===== src/rtl/fusion_pkg.sv =====
// Shared widths and line-state encoding for the pixel-fusion pipeline stages.
package fusion_pkg;

    localparam int PIXEL_DATA_W_DEF = 8;
    localparam int DETAIL_LUT_W_DEF = 3;
    localparam int GRAD_SHIFT_DEF   = 4;
    localparam int DATA_LUT_W       = PIXEL_DATA_W_DEF + DETAIL_LUT_W_DEF;

    typedef enum logic [1:0] {
        IDLE  = 2'd0,
        RUN   = 2'd1,
        FLUSH = 2'd2
    } line_state_t;

endpackage


===== src/rtl/detail_quant.sv =====
// Absolute difference of two pixels, shifted and saturated to a detail index.
// DETAIL_GRAD_SMOOTH_EN adds a rounded average with the previous gradient.
module detail_quant
    import fusion_pkg::*;
#(
    parameter int PIXEL_DATA_W = PIXEL_DATA_W_DEF,
    parameter int DETAIL_LUT_W = DETAIL_LUT_W_DEF,
    parameter int GRAD_SHIFT   = GRAD_SHIFT_DEF
) (
    input  logic [PIXEL_DATA_W-1:0] a,
    input  logic [PIXEL_DATA_W-1:0] b,
`ifdef DETAIL_GRAD_SMOOTH_EN
    input  logic [PIXEL_DATA_W-1:0] g_last,
    output logic [PIXEL_DATA_W-1:0] g_used,
`endif
    output logic [DETAIL_LUT_W-1:0] detail
);

    localparam logic [PIXEL_DATA_W-1:0] DETAIL_MAX = PIXEL_DATA_W'((1 << DETAIL_LUT_W) - 1);

    logic [PIXEL_DATA_W-1:0] grad;
    logic [PIXEL_DATA_W-1:0] g_eff;
    logic [PIXEL_DATA_W-1:0] shifted;

    assign grad = (a >= b) ? (a - b) : (b - a);

`ifdef DETAIL_GRAD_SMOOTH_EN
    // One extra bit keeps the rounded sum from wrapping before the halving.
    logic [PIXEL_DATA_W:0] g_sum;
    assign g_sum  = {1'b0, grad} + {1'b0, g_last} + {{PIXEL_DATA_W{1'b0}}, 1'b1};
    assign g_used = PIXEL_DATA_W'(g_sum >> 1);
    assign g_eff  = g_used;
`else
    assign g_eff  = grad;
`endif

    assign shifted = g_eff >> GRAD_SHIFT;
    assign detail  = (shifted > DETAIL_MAX) ? DETAIL_MAX[DETAIL_LUT_W-1:0]
                                            : shifted[DETAIL_LUT_W-1:0];

endmodule


===== src/rtl/detail_lut_index.sv =====
// Builds the {pixel, horizontal detail} LUT address with line framing and edge replication.
// Optional gradient smoothing: define DETAIL_GRAD_SMOOTH_EN.
module detail_lut_index
    import fusion_pkg::*;
#(
    parameter int PIXEL_DATA_W = PIXEL_DATA_W_DEF,
    parameter int DETAIL_LUT_W = DETAIL_LUT_W_DEF,
    parameter int GRAD_SHIFT   = GRAD_SHIFT_DEF
) (
    input  logic                                 clk_i,
    input  logic                                 rst_i,
    input  logic [PIXEL_DATA_W-1:0]              pix_data_i,
    input  logic                                 pix_valid_i,
    input  logic                                 pix_sol_i,
    input  logic                                 pix_eol_i,
    output logic                                 pix_ready_o,
    output logic [PIXEL_DATA_W+DETAIL_LUT_W-1:0] data_lut_o,
    output logic                                 lut_valid_o,
    output logic                                 lut_sol_o,
    output logic                                 lut_eol_o
);

    line_state_t             state;
    logic [PIXEL_DATA_W-1:0] p_prev;
    logic [PIXEL_DATA_W-1:0] p_cur;
    logic [PIXEL_DATA_W-1:0] right;
    logic [DETAIL_LUT_W-1:0] detail;
    logic                    first;
    logic                    accept;

    assign pix_ready_o = (state == IDLE) || (state == RUN);
    assign accept      = pix_valid_i && pix_ready_o;

    // The right neighbour is the incoming beat, or the centre itself at the line end.
    assign right = (state == FLUSH) ? p_cur : pix_data_i;

`ifdef DETAIL_GRAD_SMOOTH_EN
    logic [PIXEL_DATA_W-1:0] g_last;
    logic [PIXEL_DATA_W-1:0] g_used;
`endif

    detail_quant #(
        .PIXEL_DATA_W (PIXEL_DATA_W),
        .DETAIL_LUT_W (DETAIL_LUT_W),
        .GRAD_SHIFT   (GRAD_SHIFT)
    ) u_quant (
        .a      (right),
        .b      (p_prev),
`ifdef DETAIL_GRAD_SMOOTH_EN
        .g_last (g_last),
        .g_used (g_used),
`endif
        .detail (detail)
    );

    always_ff @(posedge clk_i) begin
        if (rst_i) begin
            state       <= IDLE;
            p_prev      <= '0;
            p_cur       <= '0;
            first       <= 1'b0;
            data_lut_o  <= '0;
            lut_valid_o <= 1'b0;
            lut_sol_o   <= 1'b0;
            lut_eol_o   <= 1'b0;
`ifdef DETAIL_GRAD_SMOOTH_EN
            g_last      <= '0;
`endif
        end else begin
            lut_valid_o <= 1'b0;
            lut_sol_o   <= 1'b0;
            lut_eol_o   <= 1'b0;
            // A start-of-line beat always restarts, dropping any unterminated pending pixel.
            if (accept && pix_sol_i) begin
                p_prev <= pix_data_i;
                p_cur  <= pix_data_i;
                first  <= 1'b1;
                state  <= pix_eol_i ? FLUSH : RUN;
`ifdef DETAIL_GRAD_SMOOTH_EN
                g_last <= '0;
`endif
            end else if (accept && (state == RUN)) begin
                data_lut_o  <= {p_cur, detail};
                lut_valid_o <= 1'b1;
                lut_sol_o   <= first;
                p_prev      <= p_cur;
                p_cur       <= pix_data_i;
                first       <= 1'b0;
                state       <= pix_eol_i ? FLUSH : RUN;
`ifdef DETAIL_GRAD_SMOOTH_EN
                g_last      <= g_used;
`endif
            end else if (state == FLUSH) begin
                data_lut_o  <= {p_cur, detail};
                lut_valid_o <= 1'b1;
                lut_sol_o   <= first;
                lut_eol_o   <= 1'b1;
                state       <= IDLE;
`ifdef DETAIL_GRAD_SMOOTH_EN
                g_last      <= g_used;
`endif
            end else if (state != IDLE && state != RUN) begin
                state <= IDLE;
            end
        end
    end

endmodule


===== config.mk =====
export PLATFORM = sky130hd
export DESIGN_NAME = detail_lut_index
export DESIGN_NICKNAME = d
export VERILOG_FILES = /design/src/rtl/fusion_pkg.sv /design/src/rtl/detail_quant.sv /design/src/rtl/detail_lut_index.sv
export SDC_FILE = /design/constraint.sdc
export NUM_CORES = 1
export LEC_CHECK = 0
export BUFFER_PORTS_ARGS = -buffer_cell sky130_fd_sc_hd__buf_2
export CAP_MARGIN = 20
export CORE_ASPECT_RATIO = 1.1
export CORE_UTILIZATION = 56
export DETAILED_ROUTE_END_ITERATION = 7
export PLACE_DENSITY = 0.91
export SLEW_MARGIN = 20
export SYNTH_ARGS = -nofsm -noshare
export SYNTH_HDL_FRONTEND = slang
export SYNTH_SLANG_ARGS = --single-unit

===== constraint.sdc =====
create_clock -name clk_i -period 4.3 [get_ports clk_i]
set_input_delay 1.075 -clock clk_i [delete_from_list [all_inputs] [get_ports clk_i]]
set_output_delay 1.075 -clock clk_i [all_outputs]
set_load 0.01 [all_outputs]

# ---- Word level (Yosys, flattened, before mapping)
# Cells that the tools add are included.
# W data, S select, Z words.
dict set report word_totals {
  regBits 33
  inputBits 13
  output_inout_bits 15
  word_cells 49
}
dict set report op_classes {
  n_addsub 2
  order_cmp 2
  eq_ne 3
  n_mux 20
  bitwise 1
  reduce_logical 13
}
# op n
set op_table {}
lappend op_table {{$mux W8} 6}
lappend op_table {{$mux W11} 2}
lappend op_table {{$sub A8 B8 Y8} 2}
lappend op_table {{$mux W2} 5}
lappend op_table {{$ge A8 B8 Y1} 1}
lappend op_table {{$mux W1} 6}
lappend op_table {{$reduce_bool A2 Y1} 3}
lappend op_table {{$gt A4 B3 Y1 const B} 1}
lappend op_table {{$logic_and A1 B1 Y1} 4}
lappend op_table {{$reduce_bool A4 Y1} 1}
lappend op_table {{$mux W3} 1}
lappend op_table {{$reduce_or A3 Y1} 1}
lappend op_table {{$eq A2 B1 Y1 const B} 1}
lappend op_table {{$eq A2 B2 Y1 const B} 1}
lappend op_table {{$logic_not A2 Y1} 1}
lappend op_table {{$ne A2 B1 Y1 const B} 1}
lappend op_table {{$reduce_and A2 Y1} 1}
lappend op_table {{$reduce_or A2 Y1} 1}
lappend op_table {{$logic_or A1 B1 Y1} 1}
lappend op_table {{$not A1 Y1} 1}

# ---- Logic depth before layout (Yosys ltp)
# Gate-level depths: netlist (run 1).
dict set report depth {
  word_depth 8
  mapped_depth 12
}

# ---- Hierarchy
# A second synthesis (run 1) with hierarchy kept.
dict set report hier_totals {
  hier_cells 250
  hier_area_um2 2164.6
}
# module n_inst cells_per_inst area_per_inst_um2
set by_module_without_submodules {}
lappend by_module_without_submodules {detail_lut_index 1 162 1530.2}
lappend by_module_without_submodules {detail_quant 1 88 634.4}

# ---- Worst setup path before layout (run 1)
# OpenSTA, ideal clock, no wires.
dict set report synth_timing {
  path_type {input port to flip-flop}
  start {in pix_data_i[1]}
  end {reg data_lut_o[0]}
  setup_ps 86
  arrival_ps 3248
  t_required_ps 4214
  path_slack_ps 965
  stages 10
  n_path_buf 1
  path_cell_list {mux2_2 > ha_1 > nor2b_4 > o211ai_2 > a31oi_1 > or3_1 > buf_6 > mux2i_1 > mux2_4 > a221oi_2}
}
dict set report synth_via {
  elab_chain_len 7
}
# element line
set synth_rtl {}
lappend synth_rtl {{start, declared} detail_lut_index.sv:12} ;# input logic [PIXEL_DATA_W-1:0] pix_data_i,
lappend synth_rtl {{$mux W8 (*)} detail_lut_index.sv:35} ;# assign right = (state == FLUSH) ? p_cur : pix_data_i;
lappend synth_rtl {{$sub A8 B8 Y8 / $ge A8 B8 Y1 (equally long branches)} detail_quant.sv:25} ;# assign grad = (a >= b) ? (a - b) : (b - a);
lappend synth_rtl {{$mux W8 (*)} detail_quant.sv:25}
lappend synth_rtl {{$gt A4 B3 Y1} detail_quant.sv:38} ;# assign detail = (shifted > DETAIL_MAX) ? DETAIL_MAX[DETAIL_LUT_W-1:0]
lappend synth_rtl {{$mux W3 (*)} detail_quant.sv:38}
lappend synth_rtl {{$mux W11} detail_lut_index.sv:93} ;# end else if (state == FLUSH) begin
lappend synth_rtl {{$mux W11 (*)} detail_lut_index.sv:82} ;# end else if (accept && (state == RUN)) begin
lappend synth_rtl {{end signal, assigned} detail_lut_index.sv:83} ;# data_lut_o <= {p_cur, detail};
lappend synth_rtl {{end signal, assigned} detail_lut_index.sv:94} ;# data_lut_o <= {p_cur, detail};
lappend synth_rtl {{end, declared} detail_lut_index.sv:17} ;# output logic [PIXEL_DATA_W+DETAIL_LUT_W-1:0] data_lut_o,
# Every way passes the cells marked *; elsewhere a longest branch is shown, timed or not. The select of a mux whose other input is x is not followed.
# A chain may end at the register's enable or synchronous reset.

# ---- Worst setup path in the final report (run 1)
dict set report layout_timing {
  start {reg state[0]}
  end {reg data_lut_o[0]}
}
dict set report layout_via {
  elab_chain_len 8
}
# element line
set layout_rtl {}
lappend layout_rtl {{start, declared} detail_lut_index.sv:23} ;# line_state_t state;
lappend layout_rtl {{start signal, assigned} detail_lut_index.sv:78} ;# state <= pix_eol_i ? FLUSH : RUN;
lappend layout_rtl {{start signal, assigned} detail_lut_index.sv:89} ;# state <= pix_eol_i ? FLUSH : RUN;
lappend layout_rtl {{$eq A2 B2 Y1} {detail_lut_index.sv:35, detail_lut_index.sv:93}}
lappend layout_rtl {{$mux W8} detail_lut_index.sv:35}
lappend layout_rtl {{$sub A8 B8 Y8 / $ge A8 B8 Y1 (equally long branches)} detail_quant.sv:25}
lappend layout_rtl {{$mux W8} detail_quant.sv:25}
lappend layout_rtl {{$gt A4 B3 Y1} detail_quant.sv:38}
lappend layout_rtl {{$mux W3} detail_quant.sv:38}
lappend layout_rtl {{$mux W11} detail_lut_index.sv:93}
lappend layout_rtl {{$mux W11} detail_lut_index.sv:82}
# Several ways; a longest one is shown, not always the timed one. The select of a mux whose other input is x is not followed.

==> results of run 1 <==
==> state kept, by name, indices dropped and copies added (netlist names) <==
register     flops
p_prev           8
lut_sol_o        1
data_lut_o      11
first            1
lut_valid_o      1
lut_eol_o        1
state            2
p_cur            8
==> through the flow <==
| step | setup WS (ps) | instance area, sq um | hold WS, ps | utilization, % |
|---|---|---|---|---|
| finish | 836.7 | 2093 | 458.8 | 66.95 |
| global route | 586.2 | 2093 | 478.7 | 66.95 |
| CTS | 877.9 | 2093 | 462.6 | 66.95 |
| detailed placement | 715.1 | 2034 | 444.7 | 65.07 |
| global placement | 778.7 | 2034 | 436.6 | 65.07 |
| floorplan | 965.3 | 1896 | 429.6 | - |
==> logic make-up after synthesis <==
| family | after synthesis | synth area share (%) |
|---|---|---|
| muxes | 20 | 11.29 |
| and+or+nand+nor | 75 | 18.09 |
| adders and majority gates | 15 | 9.901 |
| DFF | 33 | 34.85 |
| buffers and inverters | 32 | 7.129 |
| xor gates and xnor gates | 3 | 1.386 |
| AOI/OAI and AO/OA | 45 | 17.36 |
==> metal layers <==
| layer | vias up | GRT usage (%) | share of wire [%] |
|---|---|---|---|
| met2 | 48 | 37.94 | 47 |
| met5 | - | 0 | 0 |
| met4 | 0 | 10.06 | 2.8 |
| met3 | 11 | 5.176 | 4.7 |
| li1 | 817 | - | - |
| met1 | 736 | 29.14 | 45 |
==> path summary, 6_finish.rpt <==
kind	from	endpoint	slack [ps]	cells past startpoint
setup / recovery	state[0]	data_lut_o[0]	840	9
hold / removal	data_lut_o[0]	data_lut_o[0]	460	2
setup reg to reg	state[0]	data_lut_o[0]	840	9
hold reg to reg	data_lut_o[0]	data_lut_o[0]	460	2
==> final cells by class <==
| class | count | area, sq um | share of cell area, % |
|---|---|---|---|
| multi-input combinational | 158 | 1106 | 52.84 |
| sequential | 33 | 660.6 | 31.56 |
| timing repair buffer | 28 | 142.6 | 6.814 |
| inverter | 22 | 82.58 | 3.945 |
| clock buffer | 6 | 51.30 | 2.451 |
| tap | 34 | 42.54 | 2.032 |
| clock inverter | 1 | 7.507 | 0.3586 |
==> tightest hold or removal path: cells and delay by family (launching register included) <==
| family | cells | cell delay (ps) |
|---|---|---|
| flip-flops | 1 | 310 |
| buffers and inverters | 1 | 60 |
| AO/OA/AOI/OAI | 1 | 50 |
==> cells in the mapped netlist (2+ instances only) <==
library cell | count | area, sq um
nand3_1 | 9 | 45.04
a21boi_0 | 2 | 15.01
mux2_2 | 7 | 78.83
ha_1 | 15 | 187.7
o211ai_2 | 2 | 25.02
inv_1 | 21 | 78.83
mux2i_1 | 12 | 120.1
nor2_1 | 21 | 78.83
clkbuf_1 | 6 | 22.52
buf_2 | 2 | 10.01
xnor2_1 | 2 | 17.52
o21ai_0 | 4 | 20.02
nand2_1 | 31 | 116.4
nand2b_1 | 2 | 12.51
dfxtp_1 | 33 | 660.6
a311oi_1 | 8 | 70.07
or3_1 | 2 | 12.51
a21oi_1 | 15 | 75.07
a31oi_1 | 4 | 25.02
a221oi_2 | 3 | 45.04
o21a_1 | 2 | 15.01
==> where the power goes <==
| group | internal (W) | switching [W] | leakage, nW |
|---|---|---|---|
| registers | 0.000320 | 0.0000108 | 0.269 |
| logic | 0.0000699 | 0.0000938 | 0.673 |
| clock network | 0.0000765 | 0.000102 | 0.0303 |
| total | 0.000466 | 0.000207 | 0.973 |
==> metrics.md, run 1 <==
| Metric | Value |
|---|---|
| Post-synth EDFFs | 0 |
| Final setup fails | 0 |
| Core area | 3127 sq um |
| Commonest non-fill, non-tap cell in the layout | dfxtp_1 |
| Die extent in y | 63.02 um |
| Slew Limit Fails | 0 |
| Final min period | 3463 ps |
| LEAKAGE | 0.9725 nW |
| Final TNS setup | 0 ps |
| CTS Root Cell | clkbuf_4 |
| Total length of routed wires | 3888 um |
| Sequential share of the synthesized area | 34.85% |
| Initial Util | 60.62% |
| Max_slew headroom | 29.34% |
| Die width | 57.47 um |
| CTS Hold Buffers Added | 0 |
| Io pins | 28 |
| Routed Antenna Nets | 0 |
| DRT iter0 DRCs | 69 |
| Period utilization | 80.54% |
| Peak Freq | 288.7 MHz |
| TritonCTS clock tree | built |
| Hold WC Path Type | flop to flop |
| Max FO, Critical Path | 10 |
| Drt wl/cell | 13.79 um |
| Final Skew | 10.85 ps |
| Inst Count DP | 275 |
| H-tree depth | 2 |
| Hpwl dp | 2881 um |
| Sink Count | 33 |
| Mapped cell area | 1896 sq um |
| Critical Path, Cell by Cell | nand2b_1 > mux2_2 > ha_1 > a21oi_1 > a31oi_1 > or3_1 > mux2i_1 > mux2_4 > a221oi_2 |
| Post-Syn Nets | 251 |
| Post-CTS Setup Bufs | 0 |
| Kind of critical path | flop to flop |
| Global Route Usage Sum | 23.32% |
| Vias in the first global route | 1493 |
| Power Density | 321.4 nW/um^2 |
| # rows | 21 |
| Synthesized instance count | 223 |
| Worst Tran Pin Value | 1056 ps |
| Syn avg cell area | 8.500 sq um |
| IO buf count | 27 |
| GRT overflow | 0 |
| Top delay family on crit path | multiplexers |
| Max-Cap Viols | 0 |
| Area grow syn2layout | 10.43% |
| Main synth FF type | dfxtp_1 |
| Share of cells above drive strength 1 | 20.97% |
| Antenna diodes | 0 |
| Vias per inst | 5.716 |
| Final Wtd Congestion | 0.9237 |
| Post-CTS sizing | 0 |
| Status | completed |
| Nets | 276 |
| Critical Path Sink Type | flop |
| CTS clk-pin slew, worst paths | 100 ps |
| Fill cell count | 240 |
| Max IR drop VDD | 0.2286 mV |
| Die area | 3622 sq um |
| Flops & latches, synth | 33 |
| Remaining DRCs | 0 |
| Initial antenna violation count | 0 |
| Most frequent cells in the layout | dfxtp_1 (33), nand2_1 (31), buf_2 (27), inv_1 (21), nor2_1 (21) |
| CP max stage delay | 500 ps |
| Max clock buf depth | 2 |
| First drt pass iteration count | 4 |
| Final Hold Viols | 0 |
| Via count | 1612 |
| Pwr Total | 0.0006728 W |
| Final cell count without fillers | 282 |
| Largest net degree at the start of global routing | 33 |
| RSZ-0062 raised after global routing | false |
| Buf/Inv on CP | 0 |
| First-pass GRT wire length | 6610 um |
| Synth warnings | 0 |
| Critical path's slowest cell | nand2b_1 |
| Clock Latency Late Sink | 330 ps |
| CP startpoint kind | flop |
| CP required | 4540 ps |
| CTS Buf Count | 5 |
| Post-synth cell types | 41 |
| Crit path DAT | 3700 ps |
| Synth async-reset ratio | 0% |
(Power assumes the default switching activity.)
==> inputs of run 2 (changes only) <==
Settings changed: CORE_UTILIZATION 56 to 51, PLACE_DENSITY 0.91 to 0.87.
Clock period 4.3 ns to 3.06 ns, I/O delays scaled along.
==> run 2 against run 1 <==
Effect of this change:
- clock-buffer cell count grew 1
- maximum frequency grew 19%
- worst hold slack gained 4.4 ps
- register-to-register slack lost 680 ps
- clock power grew 93%
- first-iteration DRC count shrank 10%
- utilization shrank 1.0 points
- worst setup slack lost 680 ps
- total power grew 60%
- sequential share of layout area shrank 2.4 points
- wire length grew 8.8%
- critical path type unchanged
- highest routed layer unchanged
==> metrics.md, run 2 (synthesis gave the netlist of run 1 again) <==
| Metric | Value |
|---|---|
| Status | completed |
| Total length of routed wires | 4231 um (+8.8%) |
| LEAKAGE | 1.058 nW (+8.8%) |
| First-pass GRT wire length | 6796 um (+2.8%) |
| Post-CTS Setup Bufs | 0 (unchanged) |
| Die extent in y | 65.94 um (+4.6%) |
| Antenna diodes | 0 (unchanged) |
| Max FO, Critical Path | 5 (-5) |
| Max IR drop VDD | 0.2852 mV (+25%) |
| # rows | 22 (+4.8%) |
| CP max stage delay | 400 ps (-100 ps) |
| Remaining DRCs | 0 (unchanged) |
| Final Skew | 9.447 ps (-1.407 ps) |
| Max reg flops | 11 (unchanged) |
| Initial Util | 55.09% (-5.5 points) |
| Clock Latency Late Sink | 330 ps (about the same) |
| Kind of critical path | flop to flop |
| Final setup fails | 0 (unchanged) |
| Slew Limit Fails | 0 (unchanged) |
| Post-route cell area | 2268 sq um (+8.4%) |
| Hold path cells | 2 (unchanged) |
| IO buf count | 27 (unchanged) |
| Peak Freq | 344.4 MHz (+19%) |
| CP required | 3310 ps (-1230 ps) |
| Drt wl/cell | 13.60 um (-1.3%) |
| Commonest non-fill, non-tap cell in the layout | dfxtp_1 |
| Sink Count | 33 (unchanged) |
| TritonCTS clock tree | built |
| R2R setup slack | 160 ps (-680 ps) |
| Reg2reg end | data_lut_o[1] |
| Fill cell count | 279 (+16%) |
| Crit path DAT | 3150 ps (-550 ps) |
| Nets | 290 (+5.1%) |
| Io pins | 28 (unchanged) |
| Vias per inst | 5.476 (-4.2%) |
| Global Route Usage Sum | 23.03% (-0.30 points) |
| Hpwl dp | 2966 um (+2.9%) |
| Critical Path, Cell by Cell | nand2b_4 > buf_4 > mux2_2 > ha_1 > a21oi_2 > a31oi_1 > or3_4 > mux2i_2 > mux2_4 > a221oi_2 |
| Max clock buf depth | 2 (unchanged) |
| DRT iter0 DRCs | 62 (-10%) |
| R2r worst-path depth | 10 (+1) |
| DP Area | 2157 sq um (+6.0%) |
| Hold WC Path Type | flop to flop |
| Pwr Total | 0.001078 W (+60%) |
| CTS Buf Count | 5 (unchanged) |
| H-tree depth | 2 (unchanged) |
| Final Hold Viols | 0 (unchanged) |
| Routed Antenna Nets | 0 (unchanged) |
| Max-Cap Viols | 0 (unchanged) |
| GRT overflow | 0 (unchanged) |
| Buf/Inv on CP | 1 (+1) |
| Initial antenna violation count | 0 (unchanged) |
| Max_slew headroom | 49.53% (+20 points) |
| Largest net degree at the start of global routing | 33 (unchanged) |
| Share of cells above drive strength 1 | 27.00% (+6.0 points) |
| CTS Root Cell | clkbuf_4 |
| Core area | 3441 sq um (+10%) |
| Final min period | 2903 ps (-560.1 ps) |
| CP startpoint kind | flop |
| Top delay family on crit path | multiplexers |
| Most frequent cells in the layout | dfxtp_1 (33), nand2_1 (31), buf_2 (27), inv_1 (21), nor2_1 (21) |
| Power Density | 475.3 nW/um^2 (+48%) |
| Area grow syn2layout | 19.67% |
| Most flops, register | data_lut_o |
| Critical path's slowest cell | or3_4 |
| Via count | 1703 (+5.6%) |
| R2R Path Start | state[0] |
| Hold EP | data_lut_o[2] |
| Vias in the first global route | 1532 (+2.6%) |
| Critical Path Sink Type | flop |
| Final Wtd Congestion | 0.9073 (-1.8%) |
| Hold_sp | data_lut_o[2] |
| Worst Tran Pin Value | 752.0 ps (-304.5 ps) |
| CTS clk-pin slew, worst paths | 110 ps (about the same) |
| Die area | 3965 sq um (+9.5%) |
| First drt pass iteration count | 5 (+1) |
| Largest regs | data_lut_o (11), p_cur (8), p_prev (8) |
| Period utilization | 94.88% (+14 points) |
| Die width | 60.13 um (+4.6%) |
[run 2: power by group]
| part | switching (W) | total (W) | internal, W |
|---|---|---|---|
| clock network | 0.000151 | 0.000346 | 0.000195 |
| registers | 0.0000151 | 0.000465 | 0.000449 |
| logic | 0.000143 | 0.000268 | 0.000124 |
| total | 0.000309 | 0.00108 | 0.000769 |
[run 2: tightest hold or removal path, delay by kind of cell (launching register included)]
kind	cells	cell delay, ps
flip-flops	1	320
buffers and inverters	1	60
AO/OA/AOI/OAI	1	50
[run 2: layout make-up]
| type | instances | area, sq um | area share (%) |
|---|---|---|---|
| Multi-Input combinational cell | 158 | 1132 | 49.92 |
| Sequential cell | 33 | 660.6 | 29.12 |
| Timing Repair Buffer | 42 | 247.7 | 10.92 |
| Inverter | 22 | 82.58 | 3.640 |
| Tap cell | 48 | 60.06 | 2.648 |
| Clock buffer | 7 | 55.05 | 2.427 |
| Clock inverter | 1 | 30.03 | 1.324 |
[run 2: what timing repair did]
action	CTS	global route
setup endpoints to repair	0	3
hold buffers	0	0
gates resized for setup	0	6
[run 2: stage by stage]
| stage | setup slack [ps] | utilization [%] | std cells | hold slack, ps | setup TNS, ps |
|---|---|---|---|---|---|
| floorplan | 24.52 | - | 223 | 429.6 | 0 |
| global placement | 8.278 | 62.69 | 303 | 444.6 | 0 |
| detailed placement | -41.53 | 62.69 | 303 | 447.6 | -90.07 |
| CTS | 61.47 | 65.16 | 311 | 464.8 | 0 |
| global route | -10.46 | 65.93 | 311 | 497.8 | -10.46 |
| finish | 156.8 | 65.93 | 311 | 463.2 | 0 |
[run 2: worst max-delay path by stage]
stage / slack [ps] / start / endpoint / cells after the start
2_1_floorplan: 20 / state[0] / data_lut_o[0] / 12
4_1_cts: 60 / state[0] / data_lut_o[1] / 10
3_3_place_gp: 8 / pix_data_i[1] / data_lut_o[2] / 10
5_1_grt: -10 / state[0] / data_lut_o[2] / 11
6_report: 160 / state[0] / data_lut_o[1] / 10
3_5_place_dp: -40 / pix_data_i[1] / data_lut_o[1] / 10
[run 2: per-layer routing]
layer | global-route usage, % | wire length [um]
met3 | 5.675 | 227
met4 | 8.430 | 49
met2 | 39.42 | 2194
met5 | 0 | 0
met1 | 27.15 | 1760
